`config.mk`:
```
export PLATFORM = sky130hd
export DESIGN_NAME = dpmemwf_port_arbiter_flat
export DESIGN_NICKNAME = d
export VERILOG_FILES = /design/src/rtl/dpmemwf_port_arbiter_if.sv /design/src/rtl/dpmemwf_port_arbiter.sv /design/src/flat_wrapper.sv
export SDC_FILE = /design/constraint.sdc
export NUM_CORES = 1
export LEC_CHECK = 0
export ABC_CLOCK_PERIOD_IN_PS = 3100
export BUFFER_PORTS_ARGS = -buffer_cell sky130_fd_sc_hd__clkbuf_2
export CAP_MARGIN = 5
export CORE_AREA = 5 5 112 114
export DETAILED_ROUTE_END_ITERATION = 10
export DIE_AREA = 0 0 117 119
export HOLD_SLACK_MARGIN = 0.08
export PLACE_DENSITY = 0.56
export SYNTH_ARGS = -nofsm -noshare
export SYNTH_HDL_FRONTEND = slang
export SYNTH_SLANG_ARGS = --single-unit
export TNS_END_PERCENT = 20
```
`constraint.sdc`:
```
create_clock -name clk -period 3.1 [get_ports clk]
set_clock_uncertainty 0.15 [all_clocks]
set_input_delay 0.62 -clock clk [delete_from_list [all_inputs] [get_ports clk]]
set_output_delay 0.62 -clock clk [all_outputs]
set_load 0.005 [all_outputs]
```
`src/rtl/dpmemwf_port_arbiter_if.sv`:
```
// Requester command/response bundle plus the single RAM port driven by the arbiter.
// The master side holds the requesters and the RAM, the slave side is the arbiter.
interface dpmemwf_port_arbiter_if #(
    parameter int NREQ  = 4,
    parameter int DEPTH = 10,
    parameter int WIDTH = 32
);
    logic [NREQ-1:0]       req_valid;
    logic [NREQ-1:0]       req_ready;
    logic [NREQ-1:0]       req_we;
    logic [NREQ*DEPTH-1:0] req_addr;
    logic [NREQ*WIDTH-1:0] req_data;
    logic [NREQ-1:0]       rsp_valid;
    logic [WIDTH-1:0]      rsp_data;
    logic                  mem_en;
    logic                  mem_we;
    logic [DEPTH-1:0]      mem_addr;
    logic [WIDTH-1:0]      mem_di;
    logic [WIDTH-1:0]      mem_do;

    modport master (
        output req_valid, req_we, req_addr, req_data, mem_do,
        input  req_ready, rsp_valid, rsp_data, mem_en, mem_we, mem_addr, mem_di
    );

    modport slave (
        input  req_valid, req_we, req_addr, req_data, mem_do,
        output req_ready, rsp_valid, rsp_data, mem_en, mem_we, mem_addr, mem_di
    );
endinterface

```
`src/rtl/dpmemwf_port_arbiter.sv`:
```
// Round-robin arbiter sharing one dpmemwf RAM port among NREQ requesters; read
// responses are routed back to their requester after the RAM read latency.
module dpmemwf_port_arbiter #(
    parameter int NREQ   = 4,
    parameter int DEPTH  = 10,
    parameter int WIDTH  = 32,
    parameter int OUTREG = 0
) (
    input logic                   clk,
    input logic                   srst,
    dpmemwf_port_arbiter_if.slave bus
);
    localparam int LAT = 1 + OUTREG;
    localparam int IW  = $clog2(NREQ);

    logic [IW-1:0]           ptr_q, ptr_d;
    logic                    gnt_vld;
    logic [IW-1:0]           gnt_id;
    logic [LAT-1:0]          vld_pipe_q, vld_pipe_d;
    logic [LAT-1:0][IW-1:0]  id_pipe_q, id_pipe_d;

    always_comb begin
        gnt_vld = 1'b0;
        gnt_id  = '0;
        // walk the search order backwards so the requester nearest ptr wins
        for (int k = NREQ - 1; k >= 0; k--) begin
            if (bus.req_valid[(int'(ptr_q) + k) % NREQ]) begin
                gnt_vld = 1'b1;
                gnt_id  = IW'((int'(ptr_q) + k) % NREQ);
            end
        end
        if (srst) gnt_vld = 1'b0;
    end

    always_comb begin
        bus.req_ready = '0;
        if (gnt_vld) bus.req_ready[gnt_id] = 1'b1;
        bus.mem_en   = gnt_vld;
        bus.mem_we   = gnt_vld & bus.req_we[gnt_id];
        bus.mem_addr = bus.req_addr[int'(gnt_id)*DEPTH +: DEPTH];
        bus.mem_di   = bus.req_data[int'(gnt_id)*WIDTH +: WIDTH];
    end

    always_comb begin
        ptr_d      = ptr_q;
        vld_pipe_d = vld_pipe_q;
        id_pipe_d  = id_pipe_q;
        if (gnt_vld) ptr_d = (int'(gnt_id) == NREQ - 1) ? '0 : gnt_id + IW'(1);
        for (int i = LAT - 1; i > 0; i--) begin
            vld_pipe_d[i] = vld_pipe_q[i-1];
            id_pipe_d[i]  = id_pipe_q[i-1];
        end
        // writes still occupy a slot so the pipe advances uniformly
        vld_pipe_d[0] = gnt_vld & ~bus.req_we[gnt_id];
        id_pipe_d[0]  = gnt_id;
    end

    always_ff @(posedge clk) begin
        if (srst) begin
            ptr_q      <= '0;
            vld_pipe_q <= '0;
            id_pipe_q  <= '0;
        end else begin
            ptr_q      <= ptr_d;
            vld_pipe_q <= vld_pipe_d;
            id_pipe_q  <= id_pipe_d;
        end
    end

    always_comb begin
        bus.rsp_valid = '0;
        if (vld_pipe_q[LAT-1] && !srst) bus.rsp_valid[id_pipe_q[LAT-1]] = 1'b1;
        bus.rsp_data = bus.mem_do;
    end
endmodule

```
`src/flat_wrapper.sv`:
```
// flat-port wrapper written by rule: the top's interface ports become plain ports
module dpmemwf_port_arbiter_flat 
#(
    parameter int NREQ   = 4,
    parameter int DEPTH  = 10,
    parameter int WIDTH  = 32,
    parameter int OUTREG = 0
)
  (clk, srst, bus_req_valid, bus_req_we, bus_req_addr, bus_req_data, bus_mem_do, bus_req_ready, bus_rsp_valid, bus_rsp_data, bus_mem_en, bus_mem_we, bus_mem_addr, bus_mem_di);
  dpmemwf_port_arbiter_if #(.NREQ(NREQ), .DEPTH(DEPTH), .WIDTH(WIDTH)) bus_i ();
  input logic clk;
  input logic srst;
  input wire logic [$bits(bus_i.req_valid)-1:0] bus_req_valid;
  input wire logic [$bits(bus_i.req_we)-1:0] bus_req_we;
  input wire logic [$bits(bus_i.req_addr)-1:0] bus_req_addr;
  input wire logic [$bits(bus_i.req_data)-1:0] bus_req_data;
  input wire logic [$bits(bus_i.mem_do)-1:0] bus_mem_do;
  output wire logic [$bits(bus_i.req_ready)-1:0] bus_req_ready;
  output wire logic [$bits(bus_i.rsp_valid)-1:0] bus_rsp_valid;
  output wire logic [$bits(bus_i.rsp_data)-1:0] bus_rsp_data;
  output wire logic [$bits(bus_i.mem_en)-1:0] bus_mem_en;
  output wire logic [$bits(bus_i.mem_we)-1:0] bus_mem_we;
  output wire logic [$bits(bus_i.mem_addr)-1:0] bus_mem_addr;
  output wire logic [$bits(bus_i.mem_di)-1:0] bus_mem_di;
  assign bus_i.req_valid = bus_req_valid;
  assign bus_i.req_we = bus_req_we;
  assign bus_i.req_addr = bus_req_addr;
  assign bus_i.req_data = bus_req_data;
  assign bus_i.mem_do = bus_mem_do;
  assign bus_req_ready = bus_i.req_ready;
  assign bus_rsp_valid = bus_i.rsp_valid;
  assign bus_rsp_data = bus_i.rsp_data;
  assign bus_mem_en = bus_i.mem_en;
  assign bus_mem_we = bus_i.mem_we;
  assign bus_mem_addr = bus_i.mem_addr;
  assign bus_mem_di = bus_i.mem_di;
  dpmemwf_port_arbiter #(.NREQ(NREQ), .DEPTH(DEPTH), .WIDTH(WIDTH), .OUTREG(OUTREG)) u_core (.clk(clk), .srst(srst), .bus(bus_i));
endmodule
```
==> results.md, run 1 <==
- The final wirelength is 7.621 mm.
- The via count normalized by instance count is 4.215.
- Each instance of the synthesized netlist takes up on average 9.481 sq um.
- No sink is reached through more buffers than the 2 on the longest clock path.
- The number of slew-limit violations in the final report came to 0.
- The critical path goes through clkbuf_2 > nor2b_2 > a211o_1 > a21oi_4 > buf_12 > mux2i_1 > clkbuf_2.
- Global routing used 9.408% of the available tracks.
- The clock-pin slew on the worst setup and hold paths is 0.04 ns.
- Setup repair after global routing left no endpoint under its margin.
- The core area is 11320 sq um.
- The post-layout total power is 1.208 mW.
- The run finished with clean final reports.
- The leakage component of the power is 1.813 nW.
- In this run the power density over the cells is 375.7 nW/um^2.
- The depth of the worst hold-timing path is 2.
- The CTS tree is yes.
- After detailed routing, the average wire length per cell comes to 13.68 um.
- The boundary pin count is 294.
- The sum of negative setup slack is 0 ns.
- STA classifies the critical path endpoint as an output pin.
- The path type of the worst min-delay path is reg -> reg.
- After synthesis, flip-flops and latches occupy 4.799% of the total area.
- The remaining number of nets flagged by the antenna check after routing is 0.
- The growth of design area from synthesis to finish is 54.17%.
- The net count after synthesis is 434.
- Of the cells placed in the final design, the portion with a size suffix greater than 1 is 60.14%.
- The worst endpoint required time is 2.33 ns.
- The critical path runs through a total of 7 cells.
- The most frequent cell on the critical path is sky130_fd_sc_hd__clkbuf_2.
- For this design, the CTS-stage hold fixing added 0 buffers.
- The first TritonRoute pass finished after 2 iterations.
- Across all layers, the routed design uses 2348 vias.
- The number of hold violations in the final report was 0.
- The number of post-CTS setup repair buffers is 0.
- The die covers 13920 sq um.
- The critical path contains buffers and inverters numbering 3 combined.
- The kind of launch point of the worst setup path is a primary input.
- The first global-routing pass estimated 10.97 mm of wire.
- The number of buffers added on ports is 229.
- In this run, synthesis inferred 0 flip-flops with an integrated enable.
- The fraction of post-synthesis cell area in the top cell type by area is 61.43%.
- The length in cells of the worst reg-to-reg path is 6.
- The cell count after synthesis is 220.
- At the end of routability-driven placement, the weighted congestion stood at 0.8669.
- The net count reported at finish is 629.
- The number of antenna diodes in the final layout is 0.
- The clock period could shrink to 2.945 ns.
- Once detailed placement completed, the half-perimeter wirelength came to 6.886 mm.
- The H-tree depth reported by CTS is 1.
- IR analysis of the VDD net gives a maximum drop of 0.2408 mV.
- The DRC violation count after routing is 0.
- The peak per-stage delay on the critical path is 0.30 ns.
- Static timing analysis puts the maximum clock frequency at 339.6 MHz.
- The total clock buffers created by CTS is 3.
- The path type of the worst setup path is in -> out.
- The headroom to the max-slew limit is 70.74%.
- OpenSTA, run right after detailed placement, puts the worst setup slack at 0.1146 ns.
- For this run, asynchronously set or reset flops after synthesis account for 0%.
- The die is 117 um wide.
- Across the whole layout, storage elements account for 100.1 sq um.
- Dividing the final minimum period by the clock period gives 95.00%.
- In this run the core area contains 39 standard-cell rows.
- The worst slack on hold paths is 0.3958 ns.
- The synthesized design contains 5 register bits.
- The residual overflow from global routing is 0.
- The number of clock sinks seen by CTS is 5.
- The number of global-route vias before repair is 2467.
- The critical-path maximum fanout is 22.
- The tool flagged a number of max-cap violations equal to 0.
- On the critical path the largest part of the delay comes from compound AO/OA/AOI/OAI gates.
- The cell sitting at the root of the clock tree is a sky130_fd_sc_hd__clkbuf_16.
- The iteration-0 DRC count of the detailed router is 35.
- Setup slack on the critical path of the routed design comes to 0.1551 ns.
- At the pin with the least slew margin, the transition time is 0.4353 ns.
- The cell area after technology mapping is 2086 sq um.
- The number of antenna violations at the first check in global routing came to 0.
- The clock reaches the later pin of the worst-skew pair after 0.23 ns.
- Setup violations remaining at the end of the flow were counted as 0.
- On the critical path, the stage with the largest delay is an instance of sky130_fd_sc_hd__a211o_1.
- Sorting the synthesized cells by area gives the leading types as sky130_fd_sc_hd__mux2i_1, sky130_fd_sc_hd__buf_4, sky130_fd_sc_hd__dfxtp_1.
- The number of distinct standard cells referenced by the synthesized netlist is 29.
- The most used flip-flop cell after synthesis is sky130_fd_sc_hd__dfxtp_1.
- Entering global routing, the biggest net connects 41 pins.
- Measured along the y axis, the die boundary spans 119 um.
- The Yosys warning count is 0.
- The initial core utilization is 18.42%.
- The dominant cell type by area after synthesis is sky130_fd_sc_hd__mux2i_1.
- The number of resized instances in the post-cts repair step is 0.
- The multi-input combinational cells in the finished layout cover a total of 1558 sq um.
- The data arrival time of the critical path is 2.17 ns.
- The number of filler cells placed in the layout is 1173.
-- cell families after synthesis --
kind of cell,after synthesis,share of synthesized area [%]
AOI/OAI and AO/OA,8,3.060
adders and majority gates,4,2.400
buffers and inverters,54,21.47
DFF,5,4.799
muxes,129,62.15
and+or+nand+nor,20,6.119
-- registers in the layout, summed over array words and instances (netlist names) --
| name | cells |
|---|---|
| u_core.id_pipe_q | 2 |
| u_core.ptr_q | 2 |
| u_core.vld_pipe_q | 1 |
-- per-stage QoR --
| step | instance area (sq um) | instances | util, % |
|---|---|---|---|
| 3_5_place_dp | 3136 | 553 | 27.70 |
| 4_1_cts | 3216 | 557 | 28.40 |
| 6_report | 3216 | 557 | 28.40 |
| 5_1_grt | 3216 | 557 | 28.40 |
| 2_1_floorplan | 2086 | 220 | - |
| 3_3_place_gp | 3136 | 553 | 27.70 |
-- cell usage in the layout (no fill, tap or decap) --
cell type and count:
sky130_fd_sc_hd__a211o_1 1, sky130_fd_sc_hd__a21o_1 1, sky130_fd_sc_hd__a21oi_1 1, sky130_fd_sc_hd__a21oi_4 1, sky130_fd_sc_hd__a2bb2o_2 1, sky130_fd_sc_hd__and2_1 4, sky130_fd_sc_hd__and4b_1 1, sky130_fd_sc_hd__buf_12 5
sky130_fd_sc_hd__buf_4 4, sky130_fd_sc_hd__clkbuf_16 3, sky130_fd_sc_hd__clkbuf_2 229, sky130_fd_sc_hd__clkinv_1 1, sky130_fd_sc_hd__clkinv_2 1, sky130_fd_sc_hd__dfxtp_1 5, sky130_fd_sc_hd__ha_1 4, sky130_fd_sc_hd__inv_1 4
sky130_fd_sc_hd__inv_2 1, sky130_fd_sc_hd__mux2_4 1, sky130_fd_sc_hd__mux2i_1 128, sky130_fd_sc_hd__nand2_1 2, sky130_fd_sc_hd__nor2_1 5, sky130_fd_sc_hd__nor2b_1 1, sky130_fd_sc_hd__nor2b_2 1, sky130_fd_sc_hd__nor3_1 2
sky130_fd_sc_hd__nor4_2 1, sky130_fd_sc_hd__nor4b_1 1, sky130_fd_sc_hd__nor4bb_1 2, sky130_fd_sc_hd__o221ai_1 1, sky130_fd_sc_hd__o22a_4 1, sky130_fd_sc_hd__o2bb2ai_1 1
-- area by class of cell --
cell class / count / area share [%]
Multi-Input combinational cell: 161 / 48.44
Timing Repair Buffer: 238 / 39.69
Tap cell: 143 / 5.564
Sequential cell: 5 / 3.113
Clock buffer: 3 / 2.335
Inverter: 6 / 0.7004
Clock inverter: 1 / 0.1556
-- synth_stat cells (2+ instances only) --
master	instances
sky130_fd_sc_hd__a21oi_1	2
sky130_fd_sc_hd__and2_1	4
sky130_fd_sc_hd__buf_12	4
sky130_fd_sc_hd__buf_4	36
sky130_fd_sc_hd__buf_6	5
sky130_fd_sc_hd__clkbuf_4	2
sky130_fd_sc_hd__dfxtp_1	5
sky130_fd_sc_hd__ha_1	4
sky130_fd_sc_hd__inv_1	4
sky130_fd_sc_hd__mux2i_1	128
sky130_fd_sc_hd__nand2_1	2
sky130_fd_sc_hd__nor2_1	5
sky130_fd_sc_hd__nor3_1	2
sky130_fd_sc_hd__nor4bb_1	2
-- worst reg2reg max path, delay by kind of cell, from the launching register on --
family	cells	cell delay, ns
AOI/OAI and AO/OA	4	0.75
buffers and inverters	1	0.25
DFF	1	0.35
muxes	1	0.34
-- where the power goes --
group | total [mW] | switching [mW] | leakage [nW] | internal (mW)
sequential | 0.0875 | 0.0118 | 0.0415 | 0.0757
clock | 0.216 | 0.0473 | 0.0409 | 0.169
combinational | 0.904 | 0.408 | 1.73 | 0.496
total | 1.21 | 0.467 | 1.81 | 0.741
-- metal layers --
metal	global-route usage [%]	routed length, um	up-vias
met4	2.151	93	0
met2	19.88	4106	158
met1	8.483	2308	1017
met3	2.434	1112	16
met5	0	0	-
li1	-	-	1157
-- path summary, 6_finish.rpt --
path	startpoint	to	slack, ns
max	bus_req_valid[0]	bus_mem_addr[7]	0.16
min	u_core.ptr_q[0]$_SDFFE_PP0P_	u_core.ptr_q[0]$_SDFFE_PP0P_	0.40
max reg2reg	u_core.ptr_q[1]$_SDFFE_PP0P_	u_core.vld_pipe_q$_SDFF_PP0_	1.21
min reg2reg	u_core.ptr_q[0]$_SDFFE_PP0P_	u_core.ptr_q[0]$_SDFFE_PP0P_	0.40
(Power assumes the default switching activity.)
==> run 2: changes to the inputs <==
Settings changed: ABC_CLOCK_PERIOD_IN_PS 3100 to 3400, MAX_ROUTING_LAYER set to met4.
Clock period 3.1 ns to 3.4 ns, I/O delays scaled along.
==> run 2 against run 1 <==
Routed wire length shrank 2.3%. Cell count decreased by 0.90%. Combinational power fell by 12%. Largest cell class unchanged. Critical path type unchanged. Die area did not move. Sequential share of layout area grew 0.050 points. Highest routed layer unchanged. Non-clock buffer count is 5 lower. Via count about the same. Global-route usage is essentially flat. Worst hold slack worse by 0.0016 ns. Worst setup slack better by 0.19 ns.
==> results.md, run 2 (synthesis gave the netlist of run 1 again) <==
- Setup repair after global routing left no endpoint under its margin.
- The pin count of the biggest net entering global routing is 49 (+20%).
- The sum of negative setup slack is 0 ns (unchanged).
- The residual overflow from global routing came to 0 (unchanged).
- The via count normalized by instance count came to 4.255 (+0.95%).
- The global-route usage over all layers is 9.422% (+0.014 points).
- Derived from the worst setup path, the maximum achievable clock frequency is 327.6 MHz.
- The worst vdd rail ir drop was 0.1788 mV (-26%).
- The share of the cycle needed by the critical path after routing is 89.79%.
- The final cell count without fillers came to 552 (-0.90%).
- The data arrival time of the critical path is 2.22 ns (+0.05 ns).
- The number of resized instances in the post-cts repair step is 0 (unchanged).
- The final setup violation count was 0 (unchanged).
- The placed wire-length estimate after detailed placement is 6.720 mm (-2.4%).
- The length of the first detailed-routing pass in iterations is 2 (unchanged).
- The remaining number of nets flagged by the antenna check after routing is 0 (unchanged).
- The slew at the pin with the worst max-slew slack is 0.4521 ns (+0.01680 ns).
- The row count is 39 (unchanged).
- The routed wirelength normalized by instance count was 13.49 um (-1.4%).
- The die extent in y is 119 um (unchanged).
- The number of post-CTS setup repair buffers is 0 (unchanged).
- The critical-path maximum fanout is 48 (+120%).
- The width of the die is 117 um (unchanged).
- The initial core utilization is 18.42% (unchanged).
- Clock tree synthesis selected as its root buffer the cell sky130_fd_sc_hd__clkbuf_16.
- The number of antenna violations at the first check in global routing was 0 (unchanged).
- The worst endpoint required time was 2.57 ns (+0.24 ns).
- The clock-pin slew on the worst setup and hold paths is 0.03 ns (about the same).
- The number of filler cells placed in the layout is 1182 (+0.77%).
- The headroom to the max-slew limit is 69.61% (-1.1 points).
- The number of buffers on the longest clock path is 2 (unchanged).
- The final critical-path required period is 3.053 ns.
- The H-tree depth reported by CTS came to 1 (unchanged).
- The boundary pin count is 294 (unchanged).
- The path type of the worst min-delay path is reg -> reg.
- The iteration-0 DRC count of the detailed router is 30 (-14%).
- The total inserted antenna cells is 0 (unchanged).
- The leakage component of the power came to 1.781 nW (-1.8%).
- The max capacitance violation total is 0 (unchanged).
- The total clock buffers created by CTS came to 3 (unchanged).
- The count of hold buffers inserted by post-cts repair is 0 (unchanged).
- The areal power density over the cells is 338.6 nW/um^2 (-9.9%).
- The fraction of final layout cells with drive strength greater than 1 is 59.41% (-0.73 points).
- The net count reported at finish is 624 (-0.79%).
- The DRC violation count after routing is 0 (unchanged).
- The cell total after placement came to 548 (-0.90%).
- The worst setup path is captured at an output pin.
- The number of clock sinks seen by CTS was 5 (unchanged).
- The leading cell type in the layout, fill and taps excluded is sky130_fd_sc_hd__clkbuf_2.
- The growth of design area from synthesis to finish is 51.71%.
- The path type of the worst setup path is in -> out.
- The number of vias after detailed routing was 2349 (+0.043%).
- The final wirelength is 7.446 mm (-2.3%).
- The first-pass GRT wire length is 10.61 mm (-3.3%).
- The top cell types in the final layout, fill and taps aside, are sky130_fd_sc_hd__clkbuf_2, sky130_fd_sc_hd__mux2i_1, sky130_fd_sc_hd__nor2_1, sky130_fd_sc_hd__dfxtp_1.
- The number of slew-limit violations in the final report came to 0 (unchanged).
- In the final layout, the registers with the most flip-flops are u_core.id_pipe_q: 2 flops, u_core.ptr_q: 2 flops, u_core.vld_pipe_q: 1 flops.
- The flow ran to the end, and the final reports show no timing, DRC or antenna violations.
- The kind of launch point of the worst setup path is a primary input.
- The worst-skew pair later-pin latency is 0.23 ns (about the same).
- The final weighted congestion of routability-driven global placement is 0.8545 (-1.4%).
- The number of buffers added on ports came to 229 (unchanged).
- The die footprint is 13920 sq um (unchanged).
- The number of global-route vias before repair is 2402 (-2.6%).
- The core area was 11320 sq um (unchanged).
- The number of hold violations in the final report is 0 (unchanged).
- The CTS tree is yes.
## run 2: changes by cell type in the layout (fill, tap and decap cells not counted), sizes merged
cell / delta
buf: -5
clkinv: -1
clkbuf: +1
## run 2: critical path, stage by stage
cell and delay [ns]:
sky130_fd_sc_hd__clkbuf_2 0.11, sky130_fd_sc_hd__a21o_1 0.18, sky130_fd_sc_hd__a21oi_1 0.18, sky130_fd_sc_hd__o22a_4 0.22, sky130_fd_sc_hd__buf_12 0.29, sky130_fd_sc_hd__mux2i_1 0.30
sky130_fd_sc_hd__mux2i_1 0.11, sky130_fd_sc_hd__clkbuf_2 0.12
## run 2: layout make-up
cell class,count,area [sq um],share of cell area [%]
timing repair buffer,233,1226,38.75
multi-input combinational,161,1558,49.23
clock buffer,4,78.83,2.491
tap,143,178.9,5.654
sequential,5,100.1,3.163
inverter,6,22.52,0.7117
## run 2: worst paths after layout
kind                            slack [ns]                         start  cells after the start                            to
worst max register to register        1.43  u_core.ptr_q[1]$_SDFFE_PP0P_                      7  u_core.ptr_q[1]$_SDFFE_PP0P_
worst min register to register        0.39  u_core.ptr_q[0]$_SDFFE_PP0P_                      2  u_core.ptr_q[0]$_SDFFE_PP0P_
worst min-delay path                  0.39  u_core.ptr_q[0]$_SDFFE_PP0P_                      2  u_core.ptr_q[0]$_SDFFE_PP0P_
worst max-delay path                  0.35              bus_req_valid[0]                      8                bus_mem_di[28]
## run 2: routing by layer
metal  vias to the layer above  global-route usage, %  routed length (um)
li1                       1149                      -                   -
met4                         0                  4.158                 240
met5                         -                      -                   0
met1                      1012                  7.962                2240
met3                        24                  1.775                1039
met2                       164                  19.10                3925
## run 2: metrics by stage
stage	hold slack [ns]	util, %	worst slack (ns)	total power, mW	cell area (sq um)
after floorplan	0.3615	-	0.6977	0.6480	2086
after global placement	0.3867	27.25	0.3803	0.8747	3085
after detailed placement	0.3864	27.25	0.3336	0.8886	3085
after CTS	0.3966	27.95	0.3239	1.090	3164
after global routing	0.4271	27.95	0.2497	1.158	3164
final	0.3942	27.95	0.3473	1.071	3164
## run 2: report_power, final
group / total [mW] / switching [mW] / internal, mW / leakage (nW)
Combinational: 0.796 / 0.364 / 0.433 / 1.70
Clock: 0.196 / 0.0403 / 0.156 / 0.0382
Sequential: 0.0792 / 0.0101 / 0.0691 / 0.0415
==> run 3: changes to the inputs <==
Settings changed: BUFFER_PORTS_ARGS -buffer_cell sky130_fd_sc_hd__clkbuf_2 to -buffer_cell sky130_fd_sc_hd__buf_2.
==> run 3 against run 2 <==
Worst setup slack got worse by 0.044 ns. Via count decreased by 0.98%. Total power decreased by 0.49%. Critical endpoint is now bus_mem_di[20]. Maximum frequency decreased by 1.4%.
==> results.md, run 3 (synthesis gave the netlist of run 1 again) <==
- The worst setup path is launched from a primary input.
- The share of the cycle needed by the critical path after routing is 91.08% (+1.3 points).
- The total inserted antenna cells is 0 (unchanged).
- The first-pass GRT wire length is 10.70 mm (+0.91%).
- The global-route usage over all layers is 9.411% (-0.011 points).
- The number of antenna violations at the first check in global routing was 0 (unchanged).
- The die extent in y was 119 um (unchanged).
- The fraction of final layout cells with drive strength greater than 1 is 59.41% (unchanged).
- The number of hold violations in the final report is 0 (unchanged).
- The number of clock sinks seen by CTS is 5 (unchanged).
- The achievable clock frequency came to 322.9 MHz (-1.4%).
- The remaining number of nets flagged by the antenna check after routing is 0 (unchanged).
- The die footprint is 13920 sq um (unchanged).
- The worst setup slack after placement was 0.2769 ns (-0.05674 ns).
- The core area is 11320 sq um (unchanged).
- The root buffer cell is sky130_fd_sc_hd__clkbuf_16.
- The residual overflow from global routing is 0 (unchanged).
- The row count is 39 (unchanged).
- The growth of design area from synthesis to finish is 51.71% (unchanged).
- The number of buffers added on ports is 229 (unchanged).
- The count of hold buffers inserted by post-cts repair is 0 (unchanged).
- The critical-path maximum fanout is 22 (-54%).
- The number of global-route vias before repair was 2457 (+2.3%).
- Leaving out fill and tap cells, the most frequent cells in the layout are sky130_fd_sc_hd__buf_2, sky130_fd_sc_hd__mux2i_1, sky130_fd_sc_hd__nor2_1, sky130_fd_sc_hd__dfxtp_1.
- The slew at the pin with the worst max-slew slack is 0.4394 ns (-0.01272 ns).
- The worst endpoint required time is 2.57 ns (about the same).
- The worst setup path is captured at an output pin.
- The final weighted congestion of routability-driven global placement was 0.8353 (-2.2%).
- The run finished with clean final reports.
- The clock-pin slew on the worst setup and hold paths is 0.03 ns (about the same).
- The number of buffers on the longest clock path is 2 (unchanged).
- The H-tree depth reported by CTS is 1 (unchanged).
- The final setup violation count came to 0 (unchanged).
- The number of post-CTS setup repair buffers is 0 (unchanged).
- The areal power density over the cells is 336.9 nW/um^2 (-0.49%).
- The final critical-path required period is 3.097 ns (+0.04389 ns).
- The data arrival time of the critical path was 2.27 ns (+0.05 ns).
- The number of resized instances in the post-cts repair step is 0 (unchanged).
- The max capacitance violation total is 0 (unchanged).
- The worst hold path belongs to the class reg -> reg.
- The DRC violation count after routing is 0 (unchanged).
- The headroom to the max-slew limit is 70.46% (+0.86 points).
- The final wirelength is 7.546 mm (+1.3%).
- The post-layout total power is 1.066 mW (-0.49%).
- The largest registers in the layout are u_core.id_pipe_q: 2 flops, u_core.ptr_q: 2 flops, u_core.vld_pipe_q: 1 flops.
- The boundary pin count is 294 (unchanged).
- The leading cell type in the layout, fill and taps excluded is sky130_fd_sc_hd__buf_2.
- The slack of the critical path is 0.3034 ns (-0.04389 ns).
- The sum of negative setup slack is 0 ns (unchanged).
- The critical path in this run is classified as in -> out.
- The worst-skew pair later-pin latency came to 0.22 ns (about the same).
- The number of slew-limit violations in the final report was 0 (unchanged).
- The total clock buffers created by CTS is 3 (unchanged).
- Setup repair after global routing left no endpoint under its margin.
- The worst vdd rail ir drop is 0.2716 mV (+52%).
- The initial core utilization is 18.42% (unchanged).
- The placed wire-length estimate after detailed placement is 6.755 mm (+0.52%).
- The length of the first detailed-routing pass in iterations came to 3 (+1).
- The leakage component of the power is 1.740 nW (-2.3%).
- The routed wirelength normalized by instance count is 13.67 um (+1.3%).
- The net count reported at finish is 624 (unchanged).
- The via count normalized by instance count is 4.214 (-0.98%).
- The number of vias after detailed routing is 2326 (-0.98%).
- The iteration-0 DRC count of the detailed router is 15 (-50%).
- The pin count of the biggest net entering global routing is 45 (-8.2%).
- The width of the die was 117 um (unchanged).
- TritonCTS built the clock tree.
==> run 3: cell types whose count changed in the layout (fill, tap and decap cells not counted) <==
| cell | previous run | this run |
|---|---|---|
| sky130_fd_sc_hd__clkbuf_2 | 229 | 0 |
| sky130_fd_sc_hd__buf_2 | 0 | 229 |
==> run 3: critical path: stages <==
cell	delay [ns]
sky130_fd_sc_hd__buf_2	0.12
sky130_fd_sc_hd__nor2b_2	0.15
sky130_fd_sc_hd__a211o_1	0.30
sky130_fd_sc_hd__a21oi_4	0.32
sky130_fd_sc_hd__buf_12	0.24
sky130_fd_sc_hd__mux2i_1	0.26
sky130_fd_sc_hd__buf_2	0.15
==> run 3: metrics by stage <==
stage | instance area (sq um) | hold WS, ns | util [%] | std cells
2_1_floorplan | 2086 | 0.3615 | - | 220
3_3_place_gp | 3085 | 0.3846 | 27.25 | 548
3_5_place_dp | 3085 | 0.3872 | 27.25 | 548
4_1_cts | 3164 | 0.3968 | 27.95 | 552
5_1_grt | 3164 | 0.4312 | 27.95 | 552
6_report | 3164 | 0.3982 | 27.95 | 552
==> run 3: area by class of cell <==
cell class	instances	area, sq um
fill	1207	8157
multi-input combinational	161	1558
timing repair buffer	233	1226
tap	143	178.9
sequential	5	100.1
clock buffer	4	78.83
inverter	6	22.52
==> run 3: final timing paths <==
kind	end	slack [ns]	depth (start not counted)	start
setup / recovery	bus_mem_di[20]	0.30	7	bus_req_valid[0]
hold reg to reg	u_core.ptr_q[0]$_SDFFE_PP0P_	0.40	2	u_core.ptr_q[0]$_SDFFE_PP0P_
hold / removal	u_core.ptr_q[0]$_SDFFE_PP0P_	0.40	2	u_core.ptr_q[0]$_SDFFE_PP0P_
setup reg to reg	u_core.vld_pipe_q$_SDFF_PP0_	1.59	6	u_core.ptr_q[0]$_SDFFE_PP0P_
==> run 3: routing by layer <==
metal | GRT usage [%] | routed length, um
met4 | 1.792 | 82
met2 | 19.95 | 4171
met5 | - | 0
met1 | 8.206 | 2229
met3 | 1.775 | 1062
==> run 3: report_power, final <==
group	internal (mW)	switching (mW)
Combinational	0.434	0.362
Sequential	0.0691	0.0107
Clock	0.155	0.0358
Total	0.658	0.408
